[src/rtl/voice_allocator_if.sv]
// Voice allocator bus: decoded MIDI events in, per-voice write records and status out.
interface voice_allocator_if #(
  parameter int unsigned NUM_VOICES = 8,
  parameter int unsigned VOICE_W    = 3
);
  logic                  note_pressed;
  logic                  note_released;
  logic [6:0]            note;
  logic [6:0]            velocity;
  logic [3:0]            channel;
  logic                  voice_we;
  logic [VOICE_W-1:0]    voice_idx;
  logic [6:0]            voice_note;
  logic [6:0]            voice_vel;
  logic                  voice_gate;
  logic                  steal;
  logic                  overflow;
  logic                  busy;
  logic [NUM_VOICES-1:0] active_mask;

  modport master (
    output note_pressed, note_released, note, velocity, channel,
    input  voice_we, voice_idx, voice_note, voice_vel, voice_gate,
    input  steal, overflow, busy, active_mask
  );

  modport slave (
    input  note_pressed, note_released, note, velocity, channel,
    output voice_we, voice_idx, voice_note, voice_vel, voice_gate,
    output steal, overflow, busy, active_mask
  );
endinterface

[src/rtl/voice_allocator.sv]
// Polyphonic voice scheduler: retrigger, lowest free voice, or steal the least recently
// pressed voice; one voice examined per cycle, one pending event buffered while busy.
module voice_allocator #(
  parameter int unsigned NUM_VOICES = 8,
  parameter int unsigned VOICE_W    = 3
) (
  input logic              clk,
  input logic              rst_n,
  voice_allocator_if.slave bus
);

  localparam logic [VOICE_W-1:0] LAST_IDX = VOICE_W'(NUM_VOICES - 1);

  typedef enum logic [1:0] {IDLE, SCAN, WRITE} state_t;

  typedef struct packed {
    logic       press;
    logic [6:0] note;
    logic [6:0] vel;
    logic [3:0] chan;
  } event_t;

  state_t                state;
  state_t                state_nx;
  event_t                cur;
  event_t                pend;
  logic                  pend_valid;
  logic [VOICE_W-1:0]    scan_idx;
  logic                  hit_found;
  logic                  free_found;
  logic [VOICE_W-1:0]    hit_idx;
  logic [VOICE_W-1:0]    free_idx;
  logic [VOICE_W-1:0]    old_idx;
  logic [NUM_VOICES-1:0] gate;
  logic [6:0]            note_tab [NUM_VOICES];
  logic [3:0]            chan_tab [NUM_VOICES];
  logic [VOICE_W-1:0]    age      [NUM_VOICES];

  event_t             ev_first;
  event_t             ev_rel;
  logic               have_first;
  logic               have_second;
  logic               cur_match;
  logic               hit_found_nx;
  logic               free_found_nx;
  logic [VOICE_W-1:0] hit_idx_nx;
  logic [VOICE_W-1:0] free_idx_nx;
  logic [VOICE_W-1:0] old_idx_nx;
  logic [VOICE_W-1:0] sel_idx;
  logic               sel_steal;
  logic               scan_last;
  logic               do_write;
  logic               can_start;
  logic               load_cur;
  event_t             cur_src;
  logic               pend_load;
  event_t             pend_src;
  logic               drop;

  assign bus.active_mask = gate;

  // Incoming events: a zero-velocity press is a release; press is ordered before release.
  always_comb begin
    ev_rel      = '{press: 1'b0, note: bus.note, vel: bus.velocity, chan: bus.channel};
    ev_first    = ev_rel;
    have_first  = bus.note_pressed | bus.note_released;
    have_second = bus.note_pressed & bus.note_released;
    if (bus.note_pressed) begin
      ev_first.press = (bus.velocity != 7'd0);
    end
  end

  // One-voice-per-cycle search, merged with the candidates found so far.
  always_comb begin
    cur_match     = gate[scan_idx] && (note_tab[scan_idx] == cur.note) &&
                    (chan_tab[scan_idx] == cur.chan);
    hit_found_nx  = hit_found | cur_match;
    hit_idx_nx    = hit_found ? hit_idx : scan_idx;
    free_found_nx = free_found | ~gate[scan_idx];
    free_idx_nx   = free_found ? free_idx : scan_idx;
    old_idx_nx    = (age[scan_idx] == LAST_IDX) ? scan_idx : old_idx;
    sel_idx       = hit_found_nx ? hit_idx_nx : (free_found_nx ? free_idx_nx : old_idx_nx);
    sel_steal     = cur.press && !hit_found_nx && !free_found_nx;
    scan_last     = (state == SCAN) && (scan_idx == LAST_IDX);
    do_write      = scan_last && (cur.press || hit_found_nx);
    can_start     = (state == IDLE) || (state == WRITE) || (scan_last && !do_write);
  end

  // Route events to the current and pending slots; anything left over is dropped.
  always_comb begin
    load_cur  = can_start && (pend_valid || have_first);
    cur_src   = pend_valid ? pend : ev_first;
    pend_load = 1'b0;
    pend_src  = ev_first;
    drop      = 1'b0;
    if (can_start) begin
      if (pend_valid) begin
        pend_load = have_first;
        drop      = have_second;
      end else begin
        pend_load = have_second;
        pend_src  = ev_rel;
      end
    end else if (!pend_valid) begin
      pend_load = have_first;
      drop      = have_second;
    end else begin
      drop = have_first;
    end
  end

  always_comb begin
    state_nx = state;
    case (state)
      IDLE:    if (load_cur) state_nx = SCAN;
      SCAN:    if (scan_last) state_nx = do_write ? WRITE : (load_cur ? SCAN : IDLE);
      WRITE:   state_nx = load_cur ? SCAN : IDLE;
      default: state_nx = IDLE;
    endcase
  end

  always_ff @(posedge clk) begin
    if (!rst_n) begin
      state          <= IDLE;
      cur            <= '0;
      pend           <= '0;
      pend_valid     <= 1'b0;
      scan_idx       <= '0;
      hit_found      <= 1'b0;
      free_found     <= 1'b0;
      hit_idx        <= '0;
      free_idx       <= '0;
      old_idx        <= '0;
      gate           <= '0;
      bus.voice_we   <= 1'b0;
      bus.voice_idx  <= '0;
      bus.voice_note <= '0;
      bus.voice_vel  <= '0;
      bus.voice_gate <= 1'b0;
      bus.steal      <= 1'b0;
      bus.overflow   <= 1'b0;
      bus.busy       <= 1'b0;
      for (int j = 0; j < NUM_VOICES; j++) begin
        note_tab[j] <= '0;
        chan_tab[j] <= '0;
        age[j]      <= VOICE_W'(j);
      end
    end else begin
      state        <= state_nx;
      bus.busy     <= (state_nx != IDLE);
      bus.overflow <= drop;

      if (load_cur) begin
        cur        <= cur_src;
        scan_idx   <= '0;
        hit_found  <= 1'b0;
        free_found <= 1'b0;
        hit_idx    <= '0;
        free_idx   <= '0;
        old_idx    <= '0;
      end else if (state == SCAN) begin
        scan_idx   <= scan_idx + VOICE_W'(1);
        hit_found  <= hit_found_nx;
        free_found <= free_found_nx;
        hit_idx    <= hit_idx_nx;
        free_idx   <= free_idx_nx;
        old_idx    <= old_idx_nx;
      end

      if (pend_load) begin
        pend       <= pend_src;
        pend_valid <= 1'b1;
      end else if (can_start) begin
        pend_valid <= 1'b0;
      end

      // Write record is a one-cycle pulse; idx/note/vel keep their last value.
      bus.voice_we   <= 1'b0;
      bus.voice_gate <= 1'b0;
      bus.steal      <= 1'b0;
      if (do_write) begin
        bus.voice_we   <= 1'b1;
        bus.voice_idx  <= sel_idx;
        bus.voice_note <= cur.press ? cur.note : note_tab[sel_idx];
        bus.voice_vel  <= cur.vel;
        bus.voice_gate <= cur.press;
        bus.steal      <= sel_steal;
      end

      // Voice tables commit as the WRITE cycle ends; presses also refresh LRU ranks.
      if (state == WRITE) begin
        gate[bus.voice_idx] <= cur.press;
        if (cur.press) begin
          note_tab[bus.voice_idx] <= cur.note;
          chan_tab[bus.voice_idx] <= cur.chan;
          for (int j = 0; j < NUM_VOICES; j++) begin
            if (VOICE_W'(j) == bus.voice_idx) begin
              age[j] <= '0;
            end else if (age[j] < age[bus.voice_idx]) begin
              age[j] <= age[j] + VOICE_W'(1);
            end
          end
        end
      end
    end
  end

endmodule

[src/flat_wrapper.sv]
// flat-port wrapper written by rule: the top's interface ports become plain ports
module voice_allocator_flat 
#(
  parameter int unsigned NUM_VOICES = 8,
  parameter int unsigned VOICE_W    = 3
)
  (clk, rst_n, bus_note_pressed, bus_note_released, bus_note, bus_velocity, bus_channel, bus_voice_we, bus_voice_idx, bus_voice_note, bus_voice_vel, bus_voice_gate, bus_steal, bus_overflow, bus_busy, bus_active_mask);
  voice_allocator_if #(.NUM_VOICES(NUM_VOICES), .VOICE_W(VOICE_W)) bus_i ();
  input logic clk;
  input logic rst_n;
  input wire logic [$bits(bus_i.note_pressed)-1:0] bus_note_pressed;
  input wire logic [$bits(bus_i.note_released)-1:0] bus_note_released;
  input wire logic [$bits(bus_i.note)-1:0] bus_note;
  input wire logic [$bits(bus_i.velocity)-1:0] bus_velocity;
  input wire logic [$bits(bus_i.channel)-1:0] bus_channel;
  output wire logic [$bits(bus_i.voice_we)-1:0] bus_voice_we;
  output wire logic [$bits(bus_i.voice_idx)-1:0] bus_voice_idx;
  output wire logic [$bits(bus_i.voice_note)-1:0] bus_voice_note;
  output wire logic [$bits(bus_i.voice_vel)-1:0] bus_voice_vel;
  output wire logic [$bits(bus_i.voice_gate)-1:0] bus_voice_gate;
  output wire logic [$bits(bus_i.steal)-1:0] bus_steal;
  output wire logic [$bits(bus_i.overflow)-1:0] bus_overflow;
  output wire logic [$bits(bus_i.busy)-1:0] bus_busy;
  output wire logic [$bits(bus_i.active_mask)-1:0] bus_active_mask;
  assign bus_i.note_pressed = bus_note_pressed;
  assign bus_i.note_released = bus_note_released;
  assign bus_i.note = bus_note;
  assign bus_i.velocity = bus_velocity;
  assign bus_i.channel = bus_channel;
  assign bus_voice_we = bus_i.voice_we;
  assign bus_voice_idx = bus_i.voice_idx;
  assign bus_voice_note = bus_i.voice_note;
  assign bus_voice_vel = bus_i.voice_vel;
  assign bus_voice_gate = bus_i.voice_gate;
  assign bus_steal = bus_i.steal;
  assign bus_overflow = bus_i.overflow;
  assign bus_busy = bus_i.busy;
  assign bus_active_mask = bus_i.active_mask;
  voice_allocator #(.NUM_VOICES(NUM_VOICES), .VOICE_W(VOICE_W)) u_core (.clk(clk), .rst_n(rst_n), .bus(bus_i));
endmodule
[config.mk]
export PLATFORM = sky130hd
export DESIGN_NAME = voice_allocator_flat
export DESIGN_NICKNAME = d
export VERILOG_FILES = /design/src/rtl/voice_allocator_if.sv /design/src/rtl/voice_allocator.sv /design/src/flat_wrapper.sv
export SDC_FILE = /design/constraint.sdc
export NUM_CORES = 1
export LEC_CHECK = 0
export CAP_MARGIN = 20
export CORE_AREA = 2 2 178 180
export DETAILED_ROUTE_END_ITERATION = 10
export DIE_AREA = 0 0 180 182
export MAX_ROUTING_LAYER = met4
export SLEW_MARGIN = 15
export SYNTH_ARGS = -nofsm -noshare
export SYNTH_HDL_FRONTEND = slang
export SYNTH_SLANG_ARGS = --single-unit
[constraint.sdc]
create_clock -name clk -period 6.7 [get_ports clk]
set_clock_uncertainty 0.05 [all_clocks]
set_input_delay 0.67 -clock clk [delete_from_list [all_inputs] [get_ports clk]]
set_output_delay 0.67 -clock clk [all_outputs]
set_load 0.005 [all_outputs]
==> out/qor.csv <==
metric,value,unit
leakage power,4.29,nW
final-report hold violation count,0,
number of iterations in the first detailed-routing pass,6,
number of buffers inserted by port buffering,51,
status,"complete, no violations",
floorplan die height,182,um
CTS hold repair buffers,0,
worst-path cell with the longest stage delay,dfxtp_2,
met3 Use GR,2.53,%
core area,31000,um2
via-per-instance ratio,5.38,
wire length of the first global-routing pass,43000,um
number of violations reported at the end of detailed-routing iteration 0,733,
"final std cell area, no fill",12300,um2
number of buffers and inverters on the critical path,1,
Yosys warnings,0,
Post-Place Cell Area,11400,um2
maximum number of pins on one net before global-route repair,70,
clock tree from TritonCTS,built,
clock insertion delay at the later pin of the skew report,0.52,ns
drt wl/cell,20.4,um
number of design rule violations left after detail routing,0,
"commonest cells after routing, fill and taps aside","112 x edfxtp_1, 96 x and2_1, 90 x dfxtp_1",
Pint,2.36,mW
summed negative setup slack over all endpoints,0,ns
area of the mapped netlist,10600,um2
"Setup Fix Bufs, Post-CTS",0,
"Area growth, synth to finish",15.3,%
average footprint of a synthesized cell,11.3,um2
sum of routed wire length over all layers,28200,um
post-route clock period utilization,68.3,%
# Max-Cap Violations,0,
antenna violations before repair,2,
startpoint kind of the worst setup timing path,flop,
required time at the worst-slack endpoint,7.05,ns
fill cell instance count of the final layout,2925,
Worst Max-Slew Pin Slew,1.05,ns
clk buf depth,3,
maximum level of the CTS H-tree,1,
Synth cell types,72,
Top Usage Layer GRT,met2,
power spent charging and discharging nets,0.727,mW
met2 layer usage reported by global route,26.5,%
die boundary width,180,um
category of cells accounting for the largest share of critical-path delay,simple AND/OR/NAND/NOR gates,
"Cell Chain, Critical Path",buf_4 -> mux4_2 -> mux2i_1 -> xor2_1 -> nand3_1 -> nor4_4 -> a32oi_1 -> nand2_2 -> mux2_2 -> a221oi_1 -> o211ai_1,
data arrival time of the critical path,4.92,ns
hpwl dp,18800,um
async set-reset flop share out of synthesis,0,%
sequential share of power,46.0,%
Final Net Count,1010,
Final Wtd Congestion,0.870,
total power divided by cell area,252,nW/um2
fraction of power spent switching nets,23.5,%
Diodes inserted,0,
Top-Level Pins,52,
register area share after synthesis,48.7,%
RSZ-0062 raised after global routing,false,
register bit total from synthesis,203,
total global routing overflow,0,
overall global routing resource usage,17.4,%
"Primary FF master, synth",edfxtp_1,
type of the worst setup path,reg2reg,
number of enable-type register cells in the synthesized netlist,112,
pins over their slew limit,0,
layout cells sized above 1,15.5,%
final critical path time including I/O delays and setup,4.57,ns
kind of end point of the critical path,flop,
CTS clock-pin slew for the worst setup and hold paths,0.06,ns
met1 Usage GRT,24.1,%
die outline area,32800,um2
vias in the first global route,7155,
Initial Util,34.3,%
Sinks on Clock Net,203,
most frequent standard cell in the layout excluding fill and tap cells,edfxtp_1,
Synth Instances,941,
Crit Path Max Fanout,30,
utilization after layout,39.6,%
FP Rows,65,
worst ir drop on vdd,0.148,mV
highest clock rate,219,MHz
cell at the root of the clock tree,clkbuf_16,
Post-Syn Nets,989,
Setup Viol. Count Final,0,
Worst slew margin,29.7,%
path type of the worst min-delay path,reg2reg,
power share of the clock group,45.4,%
routed via count,7433,
Num CTS Buffers,24,
count of nets left with antenna violations after detail routing,0,
post-cts sizing count,0,
Slowest Stage Delay on Critical Path,0.87,ns
combinational share of power,8.6,%
-- final cells by class --
| type | instances | area [um2] | area share [%] |
|---|---|---|---|
| Clock buffer | 31 | 701 | 5.71 |
| Multi-Input combinational cell | 664 | 5100 | 41.6 |
| Timing Repair Buffer | 64 | 603 | 4.92 |
| Sequential cell | 203 | 5190 | 42.3 |
| Tap cell | 402 | 503 | 4.10 |
| Inverter | 5 | 18.8 | 0.153 |
| Clock inverter | 12 | 156 | 1.28 |
-- registers in the layout (all words and copies together) (netlist names), 2 cells and up, named ones only --
signal,flops
u_core.note_tab,56
u_core.chan_tab,32
u_core.age,24
u_core.cur,19
u_core.pend,19
u_core.bus.active_mask,8
u_core.bus.voice_note,7
u_core.bus.voice_vel,7
u_core.bus.voice_idx,3
u_core.free_idx,3
u_core.hit_idx,3
u_core.old_idx,3
u_core.scan_idx,3
u_core.state,2
-- layer usage --
metal	share of wire, %	wire length [um]	vias up
met4	2.5	712	0
met3	6.3	1760	64
met1	46	13000	3594
met2	45	12700	267
met5	0	0	-
li1	-	-	3508
-- tightest hold or removal path, stage by stage (launching register included) --
cell and delay [ns]:
dfxtp_1 0.31, nand3_2 0.06, o21ai_2 0.04
-- cell families (layout without fill, tap and decap cells) --
logic type / count (synthesis) / after routing / share of synthesized area [%]
xor+xnor: 19 / 19 / 1.56
mux: 106 / 106 / 12.9
buf+inv: 74 / 112 / 3.65
fa+ha+maj: 27 / 27 / 3.15
compound gates: 153 / 153 / 11.5
simple gates: 359 / 359 / 18.5
flops: 203 / 203 / 48.7
-- through the flow --
stage | cells | setup slack, ns | hold slack (ns) | total power, mW
final | 1381 | 2.13 | 0.404 | 3.09
after CTS | 1381 | 2.11 | 0.405 | 3.12
after global routing | 1381 | 1.80 | 0.424 | 3.20
after global placement | 1338 | 2.18 | 0.392 | 1.71
after detailed placement | 1338 | 2.12 | 0.395 | 1.71
after floorplan | 941 | 3.34 | 0.384 | 1.64
-- path summary, 6_finish.rpt --
| path | start | to | slack [ns] | depth (start not counted) |
|---|---|---|---|---|
| worst min-delay path | u_core.pend[18]$_SDFFE_PN0P_ | u_core.pend[18]$_SDFFE_PN0P_ | 0.40 | 2 |
| worst min register to register | u_core.pend[18]$_SDFFE_PN0P_ | u_core.pend[18]$_SDFFE_PN0P_ | 0.40 | 2 |
| worst max-delay path | flop | u_core.bus.voice_note[0]$_SDFFE_PN0N_ | 2.13 | 11 |
| worst max register to register | flop | u_core.bus.voice_note[0]$_SDFFE_PN0N_ | 2.13 | 11 |
-- synthesized netlist by cell type (13+ instances only) --
library cell | instances | area [um2]
dfxtp_1 | 91 | 1820
mux2i_1 | 54 | 541
mux4_2 | 19 | 428
a21oi_1 | 17 | 85.1
mux2_2 | 19 | 214
clkbuf_1 | 44 | 165
a211oi_2 | 15 | 188
ha_1 | 26 | 325
nand2_1 | 88 | 330
nor2_1 | 52 | 195
o21ai_0 | 23 | 115
xnor2_1 | 17 | 149
nand3_1 | 20 | 100
and2_1 | 96 | 601
nand2b_1 | 13 | 81.3
nor2b_1 | 13 | 81.3
edfxtp_1 | 112 | 3360
and3_1 | 22 | 138
-- power by group through the flow --
stage	Combinational, mW	Clock [mW]	Sequential, mW
after CTS	0.268	1.43	1.42
after floorplan	0.229	0	1.41
after detailed placement	0.266	0	1.45
final	0.266	1.40	1.42
after global routing	0.290	1.48	1.43
after global placement	0.263	0	1.45
Power figures use the tool's default switching activity.
